`src/rtl/ascii_hex_parser.sv`:
```
// ascii_hex_parser: turns a stream of ASCII bytes from a UART receiver into hex words.
//
// Hex digits are shifted into an accumulator, most-significant digit first. A word is
// presented when DIGITS digits have been collected, or when CR/LF ends a non-empty word.
// An illegal byte raises a one-cycle word_err. Every following byte is then discarded
// until the next CR/LF.
//
// Build option: define ASCII_HEX_LOWERCASE_EN to accept 'a'-'f' as hex digits. Without
// it, those bytes are illegal.
//
// Ports:
//   clk          in   rising-edge clock
//   rst_n        in   synchronous active-low reset
//   rx_data      in   [7:0] ASCII byte
//   rx_valid     in   rx_data valid
//   rx_ready     out  byte accepted this cycle (low only while a word is presented)
//   word_data    out  [W-1:0] parsed value, zero-extended; 0 when word_valid is low
//   word_digits  out  [CW-1:0] digit count of word_data; 0 when word_valid is low
//   word_valid   out  word_data/word_digits valid
//   word_ready   in   downstream accepts the word
//   word_err     out  one-cycle pulse after an illegal byte is accepted
module ascii_hex_parser #(
  parameter int unsigned DIGITS = 4,
  localparam int unsigned W     = 4 * DIGITS,
  localparam int unsigned CW    = $clog2(DIGITS + 1)
) (
  input  logic          clk,
  input  logic          rst_n,
  input  logic [7:0]    rx_data,
  input  logic          rx_valid,
  output logic          rx_ready,
  output logic [W-1:0]  word_data,
  output logic [CW-1:0] word_digits,
  output logic          word_valid,
  input  logic          word_ready,
  output logic          word_err
);

  typedef enum logic [1:0] {StIdle, StAccum, StHold, StFlush} state_e;

  state_e        r_state, w_state_next;
  logic [W-1:0]  r_acc, w_acc_next;
  logic [CW-1:0] r_count, w_count_next;
  logic          r_err, w_err_next;

  logic          w_is_digit;
  logic          w_is_term;
  logic [3:0]    w_nibble;
  logic          w_rx_fire;
  logic          w_word_fire;
  logic [CW-1:0] w_count_inc;
  logic [W-1:0]  w_acc_shift;

  // Byte classification
  always_comb begin
    w_is_digit = 1'b0;
    w_nibble   = 4'd0;
    w_is_term  = (rx_data == 8'h0D) || (rx_data == 8'h0A);
    if (rx_data >= 8'h30 && rx_data <= 8'h39) begin
      w_is_digit = 1'b1;
      w_nibble   = rx_data[3:0];
    end else if (rx_data >= 8'h41 && rx_data <= 8'h46) begin
      w_is_digit = 1'b1;
      w_nibble   = rx_data[3:0] + 4'd9;
    end
`ifdef ASCII_HEX_LOWERCASE_EN
    else if (rx_data >= 8'h61 && rx_data <= 8'h66) begin
      w_is_digit = 1'b1;
      w_nibble   = rx_data[3:0] + 4'd9;
    end
`endif
  end

  assign w_rx_fire   = rx_valid && rx_ready;
  assign w_word_fire = word_valid && word_ready;
  assign w_count_inc = r_count + CW'(1);
  // Shift within W bits so DIGITS=1 needs no special slice
  assign w_acc_shift = (r_acc << 4) | W'(w_nibble);

  always_ff @(posedge clk) begin
    if (!rst_n) begin
      r_state <= StIdle;
      r_acc   <= '0;
      r_count <= '0;
      r_err   <= 1'b0;
    end else begin
      r_state <= w_state_next;
      r_acc   <= w_acc_next;
      r_count <= w_count_next;
      r_err   <= w_err_next;
    end
  end

  always_comb begin
    w_state_next = r_state;
    w_acc_next   = r_acc;
    w_count_next = r_count;
    w_err_next   = 1'b0;
    unique case (r_state)
      StIdle, StAccum: begin
        if (w_rx_fire) begin
          if (w_is_digit) begin
            w_acc_next   = w_acc_shift;
            w_count_next = w_count_inc;
            w_state_next = (w_count_inc == CW'(DIGITS)) ? StHold : StAccum;
          end else if (w_is_term) begin
            // A terminator with nothing collected is dropped silently
            if (r_count != '0) w_state_next = StHold;
          end else begin
            w_err_next   = 1'b1;
            w_acc_next   = '0;
            w_count_next = '0;
            w_state_next = StFlush;
          end
        end
      end
      StHold: begin
        if (w_word_fire) begin
          w_acc_next   = '0;
          w_count_next = '0;
          w_state_next = StIdle;
        end
      end
      StFlush: begin
        if (w_rx_fire && w_is_term) w_state_next = StIdle;
      end
      default: begin
        w_state_next = StIdle;
        w_acc_next   = '0;
        w_count_next = '0;
      end
    endcase
  end

  assign rx_ready    = (r_state != StHold);
  assign word_valid  = (r_state == StHold);
  assign word_data   = word_valid ? r_acc : '0;
  assign word_digits = word_valid ? r_count : '0;
  assign word_err    = r_err;

endmodule

```
`config.mk`:
```
export PLATFORM = sky130hd
export DESIGN_NAME = ascii_hex_parser
export DESIGN_NICKNAME = d
export VERILOG_FILES = /design/src/rtl/ascii_hex_parser.sv
export SDC_FILE = /design/constraint.sdc
export NUM_CORES = 1
export LEC_CHECK = 0
export BUFFER_PORTS_ARGS = -buffer_cell sky130_fd_sc_hd__buf_2
export CAP_MARGIN = 30
export CORE_ASPECT_RATIO = 0.9
export CORE_MARGIN = 2
export CORE_UTILIZATION = 47
export CTS_CLUSTER_DIAMETER = 150
export CTS_CLUSTER_SIZE = 14
export DETAILED_ROUTE_END_ITERATION = 6
export PLACE_DENSITY = 0.72
export SLEW_MARGIN = 20
export SYNTH_ARGS = -nofsm -noshare
export SYNTH_HDL_FRONTEND = slang
export SYNTH_SLANG_ARGS = --single-unit
export TNS_END_PERCENT = 30
```
`constraint.sdc`:
```
create_clock -name clk -period 1.6 [get_ports clk]
set_clock_uncertainty 0.1 [all_clocks]
set_input_delay 0.16 -clock clk [delete_from_list [all_inputs] [get_ports clk]]
set_output_delay 0.16 -clock clk [all_outputs]
set_load 0.03 [all_outputs]
```
### Word-level counts from Yosys, hierarchy flattened

Index checks and enable logic that the tools add are counted.

* muxes and demuxes: 25
* bitwise operators: 4
* equal/unequal tests: 12
* reduce and logical (&&, ||, !) cells: 13
* add/sub/neg operators: 2
* magnitude comparators: 4

Operator list (count)
* two-way mux 16 bit: 5
* one-hot mux 16 bit (2 select lines): 1
* == test 8 x 4 -> 1 bit, second input constant: 2
* bitwise OR 16 x 4 -> 16 bit: 1
* two-way mux 3 bit: 5
* two-way mux 2 bit: 7
* greater-or-equal comparator 8 x 6 -> 1 bit, second input constant: 1
* greater-or-equal comparator 8 x 7 -> 1 bit, second input constant: 1
* <= comparator 8 x 6 -> 1 bit, second input constant: 1
* <= comparator 8 x 7 -> 1 bit, second input constant: 1
* two-way mux 4 bit: 2
* AND reduction 4 bit: 2
* inequality test 2 bit, second input constant: 3
* one-hot mux 2 bit (3 select lines): 1
* one-hot mux 3 bit (2 select lines): 1
* logical AND 1 bit: 5
* adder 4 bit, second input constant: 1
* == test 2 bit, second input constant: 2
* inequality test 4 bit, second input constant: 1
* OR reduction 4 bit: 1
* adder 3 x 1 -> 3 bit, second input constant: 1
* == test 3 bit, second input constant: 1
* two-way mux 1 bit: 3
* inequality test 3 bit, second input constant: 1
* 8 further kinds: 10

* input port bits: 12
* register bits: 22
* logic and storage cells: 64
* output and inout port bits: 22

### Logic depth before layout (Yosys ltp)

Gate-level depths: netlist of the first run.

* depth in word-level cells: 8
* mapped depth: 9

### Worst setup path before layout of the first run

Ideal clock, no wire load.

* path kind: register to output
* from: reg r_state[1]
* to: out word_data[11]
* arrival: 1.725 ns
* path slack: -0.385 ns
* cell stages (with the launch flop): 7
* buffers on the path: 3
* cells stage by stage: dfxtp_1 -> buf_4 -> nand2b_4 -> inv_1 -> clkbuf_1 -> clkbuf_1 -> and2_1

* cells in the longest elaborated chain, start to end: 2

Ends and longest elaborated chain
* start, declared: line 41 `state_e r_state, w_state_next;`
* start signal, assigned: line 82 `r_state <= StIdle;`
* start signal, assigned: line 87 `r_state <= w_state_next;`
* == test 2 bit: line 136 `assign word_valid = (r_state == StHold);`
* net word_valid: line 34 `output logic word_valid,`
* two-way mux 16 bit: line 137 `assign word_data = word_valid ? r_acc : '0;`
* end, declared: line 32 `output logic [W-1:0] word_data,`

The timed path passes the listed nets, and every way through them passes these cells.

### Worst setup path in the final report of the first run

* from: reg r_state[0]
* to: out word_data[14]

* cells in the longest elaborated chain, start to end: 2

Ends and longest elaborated chain (line)
* == test 2 bit: 136
* two-way mux 16 bit: 137

No other way between the ends.

==> results.cfg, run 1 <==
[run_status]
status = complete, no violations

[finish]
multi_input_area_sq_um = 814.5
diodes = 0
seqCellArea_sq_um = 442.9
layout.cells.non_filler = 250
n_fill_cell = 228
syn_to_final_growth_pct = 37.35
drive_above_1_share_pct = 38.10
nets = 230

[logic_synthesis]
synth.top_cell.area_share_pct = 32.62
yosys.area.top_type = dfxtp_1
ys_warn_count = 0
syn-cell-area_sq_um = 1350
synthArstFlopShare_pct = 0
ys_seq_area_share_pct = 32.62
synth_nets = 181
synthFlopType = dfxtp_1
synth_cell_types = 41
syn_area_per_cell_sq_um = 8.334
synth_area_leaders = dfxtp_1 33%, and2_1 8.3%, nand3_1 7.4%
synth_cells = 162
synth_edf_count = 0
ys_ff_latch = 22

[sta]
hold_viol_final = 0
max-slew-margin-rel_pct = 80.07
worst_hold_slack_ns = 0.1648
tightest_slew_ns = 0.2965
fmax_mhz = 629.9
rsz0062_at_grt = yes
finalCriticalPeriod_ns = 1.588
final.setup.tns_ns = 0
timing.final.ws_setup_ns = 0.01246
setup_viol = 0
finalCritPeriodShare_pct = 99.22
maxSlewViolCount = 0

[setup_path]
critPathKind = reg2out
timing.rr.end = r_state[1]
crit_path_end_kind = output port
crit_fanout = 8
start_kind = flop
r2r-start = r_state[0]
critical_path_arrival_ns = 1.33
ff2ff_setup_slack_ns = 0.10
cp.required_ns = 1.34
ff2ff_path_depth = 5

[grt]
grt_pass1_vias = 1172
grt_pass1_wl_mm = 4.974
grtUsageTotal_pct = 19.93
grt_max_degree = 22
antenna_found_initial = 0
grt_overflow = 0

[min_path]
hold_path_depth = 4
hold_class = in2reg
hold_end = r_state[1]
hold_start = word_ready

[pwr]
peakVddDrop_mv = 0.4980
power-per-cell-area_nw_per_um2 = 752.9
leakage_nw = 0.7908

[floorplan]
rows = 18
num_io_pins = 34
initial_core_util_pct = 49.13
die_area_sq_um = 3318
fp.coreArea_sq_um = 2748
die_y_um = 54.85
die-width_um = 60.50

[clocking]
cts_buffer_depth = 2
h-tree-depth = 1
cts_buffers = 3
cts_tree = yes
clkLatencyLatePin_ns = 0.31
clk_pin_slew_ns = 0.13
root_buffer = clkbuf_4
cts.sinks = 22

[placement]
dp_cells = 242
pre_cts_ws_ns = -0.2776
gp_congestion = 0.9055
hpwlAfterDp_mm = 2.275
portBuffers = 33

[route]
remaining_drc_errors = 0
num_vias = 1306
vias_per_cell = 5.224
ant_nets = 0
wl_per_cell_um = 12.30
routed_wl_mm = 3.076
detail_route.first_pass.iterations = 4
initialDrtViolationCount = 41

[run]
maxCapViolCount = 0
==> where the power goes <==
| part | switching, W | total, W | leakage, nW | internal [W] |
|---|---|---|---|---|
| clock network | 0.000175 | 0.000428 | 0.0279 | 0.000253 |
| logic | 0.000215 | 0.000393 | 0.584 | 0.000178 |
| registers | 0.0000114 | 0.000576 | 0.178 | 0.000564 |
==> critical path: stages (launching register included) <==
cell and delay, ns:
dfxtp_2 0.35, nand2b_4 0.14, inv_4 0.04, buf_4 0.15
and2_2 0.18, buf_2 0.17
==> repair_timing <==
item	CTS	global route
setup buffers	1	1
pin swaps	0	1
hold buffers	2	0
resized for setup	11	24
endpoints found under the setup margin	19	36
hold endpoints to repair	2	0
==> sequential cells by signal, indices dropped and copies added (netlist names) <==
signal and flops:
r_acc 16, r_count 3, r_state 2, word_err 1
==> synthesized netlist by cell type, types with 2 or more instances <==
cell,n
a21oi_1,18
and2_1,18
nand3_2,2
dfxtp_1,22
nor2_1,6
inv_1,7
ha_1,7
a21o_1,2
nand3_1,20
buf_6,4
nand2_1,23
clkbuf_1,3
o21ai_0,2
==> final cells by class <==
type	instances	share of cell area (%)
multi-input combinational	123	43.93
sequential	22	23.89
tap	40	2.699
timing repair buffer	54	25.10
inverter	7	1.552
clock buffer	3	1.215
clock inverter	1	1.619
==> kinds of logic (layout without fill, tap and decap cells) <==
group                    after synthesis  count (layout)  synth area share, %
AND/OR/NAND/NOR                       78              78                31.79
flip-flops                            22              22                32.62
adder cells (fa/ha/maj)                7               7                6.487
AO/OA/AOI/OAI                         33              33                16.96
multiplexers                           3               3                2.410
buffers and inverters                 17              65                8.434
XOR/XNOR                               2               2                1.298
==> worst max-delay path by stage <==
stage	depth (start not counted)	slack, ns	from	endpoint
6_report	5	0.01	r_state[0]	word_data[14]
5_1_grt	5	-0.06	r_state[0]	word_data[14]
4_1_cts	5	0.009	r_state[0]	word_data[6]
3_5_place_dp	8	-0.28	rx_data[0]	r_acc[6]
3_3_place_gp	8	-0.18	rx_data[0]	r_count[2]
2_1_floorplan	6	-0.003	r_state[1]	r_state[1]
==> placed cells by master (no fill, tap or decap), types with 7 or more instances in the layout <==
master / n
nand2_1: 23
nand3_1: 20
dfxtp_1: 20
buf_2: 19
a21oi_1: 18
buf_6: 14
buf_4: 14
and2_2: 9
and2_1: 9
ha_1: 7
==> layer usage <==
metal	wire length [um]	global-route usage [%]	vias up
li1	-	-	649
met1	1251	23.55	621
met2	1643	36.05	32
met3	152	4.019	4
met4	29	6.884	0
met5	0	0	-
==> metrics by stage <==
step                      utilization, %  cell area, sq um  total power, W
after detailed placement           60.56              1664       0.0009556
after floorplan                        -              1381       0.0008357
final                              67.49              1854        0.001396
after CTS                          64.44              1770        0.001397
after global placement             60.56              1664       0.0009467
after global routing               67.49              1854        0.001463
No activity file was read; power rests on OpenSTA's default activity.
==> inputs of run 2 (changes only) <==
--- a/config.mk
+++ b/config.mk
@@ -14,6 +14,7 @@
 export CTS_CLUSTER_SIZE = 14
 export DETAILED_ROUTE_END_ITERATION = 6
 export PLACE_DENSITY = 0.72
+export RECOVER_POWER = 100
 export SLEW_MARGIN = 20
 export SYNTH_ARGS = -nofsm -noshare
 export SYNTH_HDL_FRONTEND = slang
==> results.cfg, run 2 (synthesis gave the netlist of run 1 again) <==
[setup_path]
crit_fanout = 8
ff2ff_path_depth = 5
r2r-start = r_state[0]
cp.required_ns = 1.34
critical_path_arrival_ns = 1.33
crit_path_end_kind = output port
timing.rr.end = r_state[1]
path_cells = nand2b_4 -> inv_4 -> buf_4 -> and2_2 -> buf_2
critPathKind = reg2out
slowest_delay_ns = 0.35
ff2ff_setup_slack_ns = 0.10
start_kind = flop
cp_slowest_cell = dfxtp_2

[run_status]
status = complete, no violations

[finish]
largest_reg_flops = 16
regMostFlops = r_acc
final_core_util_pct = 66.71
layout_common_cells = 23 x nand2_1, 20 x nand3_1, 20 x dfxtp_1
final_common_cell = nand2_1
syn_to_final_growth_pct = 35.77
reg.largest.list = r_acc x16, r_count x3, r_state x2
drive_above_1_share_pct = 36.67
diodes = 0
nets = 230

[route]
detail_route.first_pass.iterations = 4
wl_per_cell_um = 12.34
num_vias = 1303
initialDrtViolationCount = 37
remaining_drc_errors = 0
routed_wl_mm = 3.085
vias_per_cell = 5.212
ant_nets = 0

[clocking]
root_buffer = clkbuf_4
h-tree-depth = 1
cts_buffers = 3
cts_tree = yes
clkLatencyLatePin_ns = 0.31
cts.sinks = 22
clk_pin_slew_ns = 0.13
cts_buffer_depth = 2

[pwr]
leakage_nw = 0.7769
p_int_w = 0.0009901
power.total_w = 0.001391
p_comb_share_pct = 27.8
switching_share_pct = 28.84
switchingPower_w = 0.0004012
peakVddDrop_mv = 0.4979
clkPwrFrac_pct = 30.8
p_seq_share_pct = 41.4
power-per-cell-area_nw_per_um2 = 759.0

[grt]
grt_pass1_wl_mm = 4.974
grt_pass1_vias = 1172
grtUsageTotal_pct = 19.93
grt_overflow = 0
grt_max_degree = 22
antenna_found_initial = 0

[floorplan]
num_io_pins = 34
die_y_um = 54.85
die_area_sq_um = 3318
die-width_um = 60.50
rows = 18
fp.coreArea_sq_um = 2748
initial_core_util_pct = 49.13

[min_path]
hold_class = in2reg
hold_start = word_ready
hold_end = r_state[1]
hold_path_depth = 4

[sta]
max-slew-margin-rel_pct = 74.96
final.setup.tns_ns = 0
finalCriticalPeriod_ns = 1.586
maxSlewViolCount = 0
finalCritPeriodShare_pct = 99.14
tightest_slew_ns = 0.3772
setup_viol = 0
fmax_mhz = 630.4
hold_viol_final = 0
worst_hold_slack_ns = 0.1646
rsz0062_at_grt = yes

[placement]
portBuffers = 33
gp_congestion = 0.9055
hpwlAfterDp_mm = 2.275

[run]
maxCapViolCount = 0
-- run 2: cell count changes in the layout (fill, tap and decap cells not counted), moves of 2 or more --
cell      delta
clkbuf_2     +4
clkbuf_4     +2
buf_2        -6
clkbuf_1     +2
-- run 2: worst max-delay path by stage --
stage	startpoint	endpoint	slack, ns	depth (start not counted)
2_1_floorplan	r_state[1]	r_state[1]	-0.003	6
3_3_place_gp	rx_data[0]	r_count[2]	-0.18	8
3_5_place_dp	rx_data[0]	r_acc[6]	-0.28	8
4_1_cts	r_state[0]	word_data[6]	0.009	5
5_1_grt	r_state[0]	word_data[14]	-0.06	5
6_report	r_state[0]	word_data[14]	0.01	5
-- run 2: layout make-up --
cell class | count | area [sq um]
multi-input cells | 123 | 808.3
clock inverters | 1 | 30.03
clock buffers | 3 | 22.52
repair buffers | 54 | 450.4
flip-flops and latches | 22 | 442.9
fillers | 233 | 914.6
well taps | 40 | 50.05
inverters | 7 | 28.78
-- run 2: critical path, delay by kind of cell, from the launching register on --
| kind | cells | cell delay [ns] |
|---|---|---|
| simple gates | 2 | 0.32 |
| buf+inv | 3 | 0.36 |
| flops | 1 | 0.35 |
-- run 2: what timing repair did --
item / CTS / global route
hold buffers: 2 / 0
setup buffers: 1 / 1
resized for setup: 11 / 24
endpoints found under the setup margin: 19 / 36
cloned: 0 / 0
pin swaps: 0 / 1
endpoints found under the hold margin: 2 / 0
-- run 2: stage by stage --
stage               cells  worst slack, ns  cell area, sq um
global route          250         -0.05759              1833
finish                250          0.01370              1833
CTS                   249         0.008505              1770
detailed placement    242          -0.2776              1664
global placement      242          -0.1807              1664
floorplan             162        -0.002602              1381
-- run 2: metal layers --
layer	share of wire [%]	track usage [%]	wire length, um	vias up
met5	0	0	0	-
li1	-	-	-	651
met2	54	36.05	1657	28
met4	0.94	6.884	29	0
met1	41	23.55	1254	620
met3	4.7	4.019	144	4
-- run 2: power groups by stage --
stage               Sequential (W)  Clock, W  Combinational (W)
CTS                       0.000575  0.000436           0.000387
detailed placement        0.000585         0           0.000370
floorplan                 0.000583         0           0.000252
global placement          0.000585         0           0.000362
global route              0.000578  0.000464           0.000416
finish                    0.000576  0.000429           0.000387
